===== config.mk =====
export PLATFORM = sky130hd
export DESIGN_NAME = serial_subtractor
export DESIGN_NICKNAME = d
export VERILOG_FILES = /design/src/rtl/alu_pkg.sv /design/src/rtl/full_subtractor_1bit.sv /design/src/rtl/serial_subtractor.sv
export SDC_FILE = /design/constraint.sdc
export NUM_CORES = 1
export LEC_CHECK = 0
export ABC_AREA = 1
export CORE_ASPECT_RATIO = 0.75
export CORE_MARGIN = 10
export CORE_UTILIZATION = 40
export CTS_CLUSTER_SIZE = 8
export DETAILED_ROUTE_END_ITERATION = 8
export GPL_ROUTABILITY_DRIVEN = 1
export GPL_TIMING_DRIVEN = 0
export PLACE_DENSITY = 0.74
export SLEW_MARGIN = 20
export SYNTH_ARGS = -nofsm -noshare
export SYNTH_HDL_FRONTEND = slang
export SYNTH_SLANG_ARGS = --single-unit
export TNS_END_PERCENT = 30

===== constraint.sdc =====
create_clock -name clk -period 3.98 [get_ports clk]
set_clock_uncertainty 0.1 [all_clocks]
set_input_delay 0.597 -clock clk [delete_from_list [all_inputs] [get_ports clk]]
set_output_delay 0.597 -clock clk [all_outputs]
set_load 0.05 [all_outputs]

===== src/rtl/alu_pkg.sv =====
// Shared ALU datapath types: serial subtractor state encoding and default width.
package alu_pkg;

    typedef enum logic [1:0] {
        IDLE = 2'd0,
        RUN  = 2'd1,
        DONE = 2'd2
    } sub_state_t;

    localparam int DEFAULT_WIDTH = 8;

endpackage : alu_pkg


===== src/rtl/full_subtractor_1bit.sv =====
// 1-bit full subtractor cell: d = x - y - bin, bout set when the bit underflows.
module full_subtractor_1bit (
    input  logic x,
    input  logic y,
    input  logic bin,
    output logic d,
    output logic bout
);

    // Difference and borrow for one bit position
    always_comb begin
        d    = x ^ y ^ bin;
        bout = (~x & y) | (~(x ^ y) & bin);
    end

endmodule : full_subtractor_1bit


===== src/rtl/serial_subtractor.sv =====
// Bit-serial subtractor: diff = a - b, one bit per clock, LSB first.
//
// state | meaning
// ------+-------------------------------------------------------------
// IDLE  | waiting for start; operands are captured on the accepting edge
// RUN   | one bit per edge through the full-subtractor cell (busy = 1)
// DONE  | single-cycle done pulse; diff/borrow_out/zero are valid
module serial_subtractor
    import alu_pkg::*;
#(
    parameter int WIDTH = DEFAULT_WIDTH
) (
    input  logic             clk,
    input  logic             rst_n,
    input  logic             start,
    input  logic [WIDTH-1:0] a,
    input  logic [WIDTH-1:0] b,
    output logic             busy,
    output logic             done,
    output logic [WIDTH-1:0] diff,
    output logic             borrow_out,
    output logic             zero
);

    localparam int CNT_W = $clog2(WIDTH);

    sub_state_t       state_q, state_d;
    logic [WIDTH-1:0] sa_q, sa_d;
    logic [WIDTH-1:0] sb_q, sb_d;
    logic [WIDTH-1:0] rs_q, rs_d;
    logic             borrow_q, borrow_d;
    logic [CNT_W-1:0] cnt_q, cnt_d;
    logic [WIDTH-1:0] diff_q, diff_d;
    logic             borrow_out_q, borrow_out_d;
    logic             zero_q, zero_d;

    logic             bit_d;
    logic             bit_bout;

    full_subtractor_1bit u_fsub (
        .x    (sa_q[0]),
        .y    (sb_q[0]),
        .bin  (borrow_q),
        .d    (bit_d),
        .bout (bit_bout)
    );

    // Next-state, datapath shift and result capture
    always_comb begin
        state_d      = state_q;
        sa_d         = sa_q;
        sb_d         = sb_q;
        rs_d         = rs_q;
        borrow_d     = borrow_q;
        cnt_d        = cnt_q;
        diff_d       = diff_q;
        borrow_out_d = borrow_out_q;
        zero_d       = zero_q;

        unique case (state_q)
            IDLE: begin
                if (start) begin
                    sa_d     = a;
                    sb_d     = b;
                    rs_d     = '0;
                    borrow_d = 1'b0;
                    cnt_d    = '0;
                    state_d  = RUN;
                end
            end
            RUN: begin
                sa_d     = sa_q >> 1;
                sb_d     = sb_q >> 1;
                rs_d     = {bit_d, rs_q[WIDTH-1:1]};
                borrow_d = bit_bout;
                cnt_d    = cnt_q + CNT_W'(1);
                if (cnt_q == CNT_W'(WIDTH - 1)) begin
                    // Last bit: counter parks at zero so it never passes WIDTH-1
                    cnt_d        = '0;
                    diff_d       = rs_d;
                    borrow_out_d = bit_bout;
                    zero_d       = (rs_d == '0);
                    state_d      = DONE;
                end
            end
            DONE: begin
                state_d = IDLE;
            end
            default: begin
                state_d = IDLE;
            end
        endcase
    end

    // State, datapath and result registers
    always_ff @(posedge clk or negedge rst_n) begin
        if (!rst_n) begin
            state_q      <= IDLE;
            sa_q         <= '0;
            sb_q         <= '0;
            rs_q         <= '0;
            borrow_q     <= 1'b0;
            cnt_q        <= '0;
            diff_q       <= '0;
            borrow_out_q <= 1'b0;
            zero_q       <= 1'b0;
        end else begin
            state_q      <= state_d;
            sa_q         <= sa_d;
            sb_q         <= sb_d;
            rs_q         <= rs_d;
            borrow_q     <= borrow_d;
            cnt_q        <= cnt_d;
            diff_q       <= diff_d;
            borrow_out_q <= borrow_out_d;
            zero_q       <= zero_d;
        end
    end

    // Handshake outputs decode straight from the state register
    always_comb begin
        busy       = (state_q == RUN);
        done       = (state_q == DONE);
        diff       = diff_q;
        borrow_out = borrow_out_q;
        zero       = zero_q;
    end

endmodule : serial_subtractor


Word-level counts from Yosys, hierarchy flattened --
Index checks and enable logic that the tools add are counted.
Storage, ports and cells: register bits after elaboration 40, bits of input ports 19, output and inout port bits 12, word-level logic and storage cells 42
Operators by class: $add $sub $neg 1, equality and inequality tests 5, muxes and demuxes 14, bitwise gates (word level) 7, reductions and logical operators 6
Operators by type and width (number):
- one-hot mux 8 bit (2 select lines) | 3
- two-way mux 8 bit | 3
- logical NOT 8 bit | 1
- two-way mux 3 bit | 2
- one-hot mux 3 bit (2 select lines) | 1
- AND reduction 2 bit | 3
- two-way mux 2 bit | 2
- one-hot mux 2 bit (2 select lines) | 1
- adder 3 x 1 -> 3 bit (second input constant) | 1
- == test 3 bit (second input constant) | 1
- AND 1 bit | 2
- == test 2 x 1 -> 1 bit (second input constant) | 1
- == test 2 bit (second input constant) | 1
- logical NOT 2 bit | 1
- inequality test 2 x 1 -> 1 bit (second input constant) | 1
- inequality test 2 bit (second input constant) | 1
- NOT 1 bit | 2
- one-hot mux 1 bit (2 select lines) | 1
- nonzero test 2 bit | 1
- bitwise XOR 1 bit | 2
- two-way mux 1 bit | 1
- OR 1 bit | 1

Depth between registers and ports, before layout --
depth after elaboration 5, depth in mapped cells 8, gate-level depth less buffers 7

Hierarchy --
From an unflattened synthesis, not the netlist that was laid out.
Unflattened totals: cells, all modules 218, area, all modules 1865.5 um^2
By module, submodules not included:
- serial_subtractor | times used 1, cells each 214, area each 1834.3 um^2, sequential area each 975.9 um^2
- full_subtractor_1bit | times used 1, cells each 4, area each 31.3 um^2, sequential area each 0.0 um^2

Worst setup path before layout --
No wires, ideal clock.
path kind register to output, from reg state_q[0], to out done, data arrival time 1072 ps, required time 3283 ps, path slack 2211 ps, cell stages (with the launch flop) 2, path buffers 0, cells stage by stage dfrtp_1 > nor2_1
Between the ends: longest elaborated chain between the ends 1
RTL lines:
- start, declared | RTL line serial_subtractor.sv:27 | sub_state_t state_q, state_d;
- start signal, assigned | RTL line serial_subtractor.sv:108 | state_q <= state_d;
- == test 2 bit | RTL line serial_subtractor.sv:123 | done = (state_q == DONE);
- end, declared | RTL line serial_subtractor.sv:19 | output logic done,
Every way passes these cells.

Worst setup path after layout --
from reg state_q[1], to out busy
Between the ends: longest elaborated chain between the ends 1
RTL lines:
- == test 2 x 1 -> 1 bit | RTL line serial_subtractor.sv:122 | busy = (state_q == RUN);
- end, declared | RTL line serial_subtractor.sv:18 | output logic busy,
Every way passes these cells.

==> metrics.txt <==
# TYPE chip_impl_metric gauge
chip_impl_info{name="run_status",value="complete, no violations"} 1
chip_impl_metric{name="core_outline_area",unit="sq um"} 4414
chip_impl_metric{name="dpl.hpwl",unit="um"} 2805
chip_impl_metric{name="path_max_fanout",unit=""} 10
chip_impl_metric{name="via_count",unit=""} 1413
chip_impl_metric{name="post-route-period-util",unit="%"} 67.88
chip_impl_info{name="timing.critical_path.to_type",value="output pin"} 1
chip_impl_metric{name="grt-ovfl-total",unit=""} 0
chip_impl_metric{name="synth_cell_area",unit="sq um"} 1807
chip_impl_metric{name="synth_top_area_share",unit="%"} 54.02
chip_impl_info{name="worst-setup-path-type",value="reg -> out"} 1
chip_impl_metric{name="power.combinational.fraction",unit="%"} 50.1
chip_impl_metric{name="arrival_time_of_the_worst_setup_path",unit="ns"} 2.00
chip_impl_metric{name="switching_share_of_power",unit="%"} 44.37
chip_impl_metric{name="routabilityCongestion",unit=""} 0.8041
chip_impl_metric{name="max_cap_viol_count",unit=""} 0
chip_impl_metric{name="totalPowerFinal",unit="mW"} 1.873
chip_impl_info{name="start_kind",value="register"} 1
chip_impl_metric{name="portBuffers",unit=""} 30
chip_impl_metric{name="antenna_left",unit=""} 0
chip_impl_metric{name="routed_via_density",unit=""} 4.558
chip_impl_metric{name="layout-area-overhead-vs-synth",unit="%"} 26.32
chip_impl_info{name="rsz_0062_raised_after_global_routing",value="no"} 1
chip_impl_metric{name="seq_power_share",unit="%"} 36.3
chip_impl_metric{name="post-route-cell-area",unit="sq um"} 2282
chip_impl_metric{name="cts.sinks",unit=""} 39
chip_impl_metric{name="final_slew_viol_count",unit=""} 0
chip_impl_metric{name="syn-num-nets",unit=""} 236
chip_impl_metric{name="post_synth_inst_count",unit=""} 214
chip_impl_metric{name="grt_max_degree",unit=""} 24
chip_impl_metric{name="postSynthAreaPerCell",unit="sq um"} 8.443
chip_impl_metric{name="post-route-min-period",unit="ns"} 2.702
chip_impl_metric{name="initial_utilization",unit="%"} 40.93
chip_impl_metric{name="avgRoutedWirePerCell",unit="um"} 12.61
chip_impl_metric{name="num_rows",unit=""} 21
chip_impl_metric{name="report.final.hold_viol_count",unit=""} 0
chip_impl_metric{name="number_of_antenna_violations_at_the_first_check_in_global_routing",unit=""} 0
chip_impl_info{name="cts.root.buffer_cell",value="sky130_fd_sc_hd__clkbuf_8"} 1
chip_impl_metric{name="maxSlewHeadroom",unit="%"} 65.82
chip_impl_info{name="layout_commonest_cell",value="sky130_fd_sc_hd__nand2_1"} 1
chip_impl_metric{name="antennaDiodeCount",unit=""} 0
chip_impl_metric{name="post-route-util",unit="%"} 51.70
chip_impl_metric{name="die-width",unit="um"} 97.61
chip_impl_metric{name="max_slew.worst_pin.slew",unit="ns"} 0.5110
chip_impl_metric{name="vias_in_the_first_global_route",unit=""} 1416
chip_impl_metric{name="io-pin-count",unit=""} 31
chip_impl_info{name="final_cell_mix",value="77 x sky130_fd_sc_hd__nand2_1, 39 x sky130_fd_sc_hd__dfrtp_1, 36 x sky130_fd_sc_hd__inv_1, 29 x sky130_fd_sc_hd__clkdlybuf4s50_1, 14 x sky130_fd_sc_hd__nand3_1"} 1
chip_impl_metric{name="critPathRequiredTime",unit="ns"} 3.28
chip_impl_metric{name="gr-usage-all-layers",unit="%"} 10.68
chip_impl_metric{name="share_of_final_layout_standard_cells_stronger_than_drive_strength_1",unit="%"} 12.65
chip_impl_metric{name="dieHeight",unit="um"} 78.21
chip_impl_info{name="yosys-top-cells-area",value="sky130_fd_sc_hd__dfrtp_1 54%, sky130_fd_sc_hd__nand2_1 16%, sky130_fd_sc_hd__inv_1 7.5%"} 1
chip_impl_metric{name="power.static_leakage",unit="nW"} 1.192
chip_impl_metric{name="drc_violation_count_after_routing",unit=""} 0
chip_impl_metric{name="maximum_frequency_from_static_timing_analysis",unit="MHz"} 370.1
chip_impl_metric{name="power.ir.vdd_worst",unit="V"} 0.0003266
chip_impl_metric{name="cts.repair_timing.setup_buffer_count",unit=""} 0
chip_impl_metric{name="cts_inserted_buffers",unit=""} 5
chip_impl_metric{name="die_area",unit="sq um"} 7633
chip_impl_metric{name="clock_power_share",unit="%"} 13.6
chip_impl_metric{name="clk_pin_slew",unit="ns"} 0.08
chip_impl_metric{name="ys_warn_count",unit=""} 0
chip_impl_metric{name="power.internal",unit="mW"} 1.042
chip_impl_metric{name="cts_hold_repair.buffers",unit=""} 0
chip_impl_metric{name="drtPass1Iterations",unit=""} 4
chip_impl_metric{name="max-clock-path-buffers",unit=""} 2
chip_impl_metric{name="grt_pass1_wl",unit="um"} 6706
chip_impl_metric{name="synth.yosys.seq_area_share",unit="%"} 54.02
chip_impl_info{name="clock_tree_from_tritoncts",value="done"} 1
chip_impl_metric{name="yosys_register_bits",unit=""} 39
chip_impl_metric{name="routed_wl",unit="um"} 3908
chip_impl_info{name="synth_top_cell_by_area",value="sky130_fd_sc_hd__dfrtp_1"} 1
chip_impl_info{name="hold_path.class",value="in -> async"} 1
chip_impl_metric{name="clkLatencyLatePin",unit="ns"} 0.29
chip_impl_metric{name="finalHoldWorstSlack",unit="ns"} 0.1316
chip_impl_metric{name="finish.net_count",unit=""} 274
chip_impl_metric{name="switchingPower",unit="uW"} 831.1
chip_impl_metric{name="dr.first_iter.drc_count",unit=""} 69
chip_impl_metric{name="total_power_divided_by_cell_area",unit="nW/um^2"} 820.8
chip_impl_metric{name="cts-resized-gates",unit=""} 0
chip_impl_metric{name="placed_area",unit="sq um"} 2201
chip_impl_metric{name="num-fill-cells",unit=""} 395
chip_impl_metric{name="setup_violations",unit=""} 0
chip_impl_metric{name="synth_cell_type_count",unit=""} 18
chip_impl_metric{name="ctsHtreeMaxLevel",unit=""} 2
chip_impl_metric{name="setup_total_negative_slack",unit="ns"} 0
area by class of cell:
cell class                      instances  area (sq um)  share of cell area [%]
Buffer                                  8         66.31                   2.906
Multi-Input combinational cell        127         610.6                   26.75
Timing Repair Buffer                   31         322.8                   14.14
Clock buffer                            7         76.32                   3.344
Tap cell                               57         71.32                   3.125
Inverter                               40         153.9                   6.743
Sequential cell                        39         975.9                   42.76
Clock inverter                          1         5.005                  0.2193
metrics by stage:
step | cells | setup WS, ns
after floorplan | 214 | 2.211
after global placement | 301 | 1.283
after detailed placement | 302 | 1.586
after CTS | 310 | 1.263
after global routing | 310 | 1.204
final | 310 | 1.278
synth_stat cells, drive strengths merged:
cell type,n
buf,8
clkinv,1
o22ai,8
nand4,2
inv,39
nor2,7
dfrtp,39
fa,1
o21ai,13
ha,2
nand3,14
nand2,80
power groups by stage:
stage                     registers (mW)  clock network, mW  logic, mW
after global routing               0.701              0.280       1.06
after CTS                          0.679              0.265      0.952
after detailed placement           0.683                  0      0.950
after global placement             0.678                  0      0.923
final                              0.679              0.255      0.939
after floorplan                    0.826                  0      0.529
registers in the layout, indices dropped and copies added (netlist names):
signal and cells:
borrow_out 1, borrow_q 1, cnt_q 3, diff 8, rs_q 7, sa_q 8, sb_q 8, state_q 2
zero 1
final timing paths:
| path | start | endpoint | slack, ns | cells after the start |
|---|---|---|---|---|
| min in group clk | diff[5]$_DFFE_PN0P_ | diff[5]$_DFFE_PN0P_ | 0.38 | 2 |
| min reg2reg | diff[5]$_DFFE_PN0P_ | diff[5]$_DFFE_PN0P_ | 0.38 | 2 |
| min | rst_n | diff[4]$_DFFE_PN0P_ | 0.13 | 1 |
| max in group asynchronous | rst_n | cnt_q[1]$_DFFE_PN0P_ | 3.19 | 2 |
| max reg2reg | sb_q[0]$_DFFE_PN0P_ | zero$_DFFE_PN0P_ | 2.48 | 7 |
| max | state_q[1]$_DFFE_PN0P_ | busy | 1.28 | 5 |
kinds of logic after synthesis:
kind of cell               Yosys count  share of synthesized area [%]
and+or+nand+nor                    103                          23.06
buffers and inverters               48                          12.19
DFF                                 39                          54.02
AOI/OAI and AO/OA                   21                          8.241
adders and majority gates            3                          2.493
critical path, cell delays in order, from the launching register on:
cell and delay [ns]:
sky130_fd_sc_hd__dfrtp_1 0.37, sky130_fd_sc_hd__inv_2 0.09, sky130_fd_sc_hd__nand2_2 0.10, sky130_fd_sc_hd__inv_4 0.14
sky130_fd_sc_hd__buf_4 0.19, sky130_fd_sc_hd__clkdlybuf4s50_1 0.81
metal layers:
metal  vias to the layer above  GRT usage [%]  part of all wire (%)
li1                        726              -                     -
met1                       660          14.12                    49
met2                        21          15.63                    45
met5                         -              0                     0
met4                         0          4.493                   1.8
met3                         6          3.500                   4.3
No activity file was read; power rests on OpenSTA's default activity.
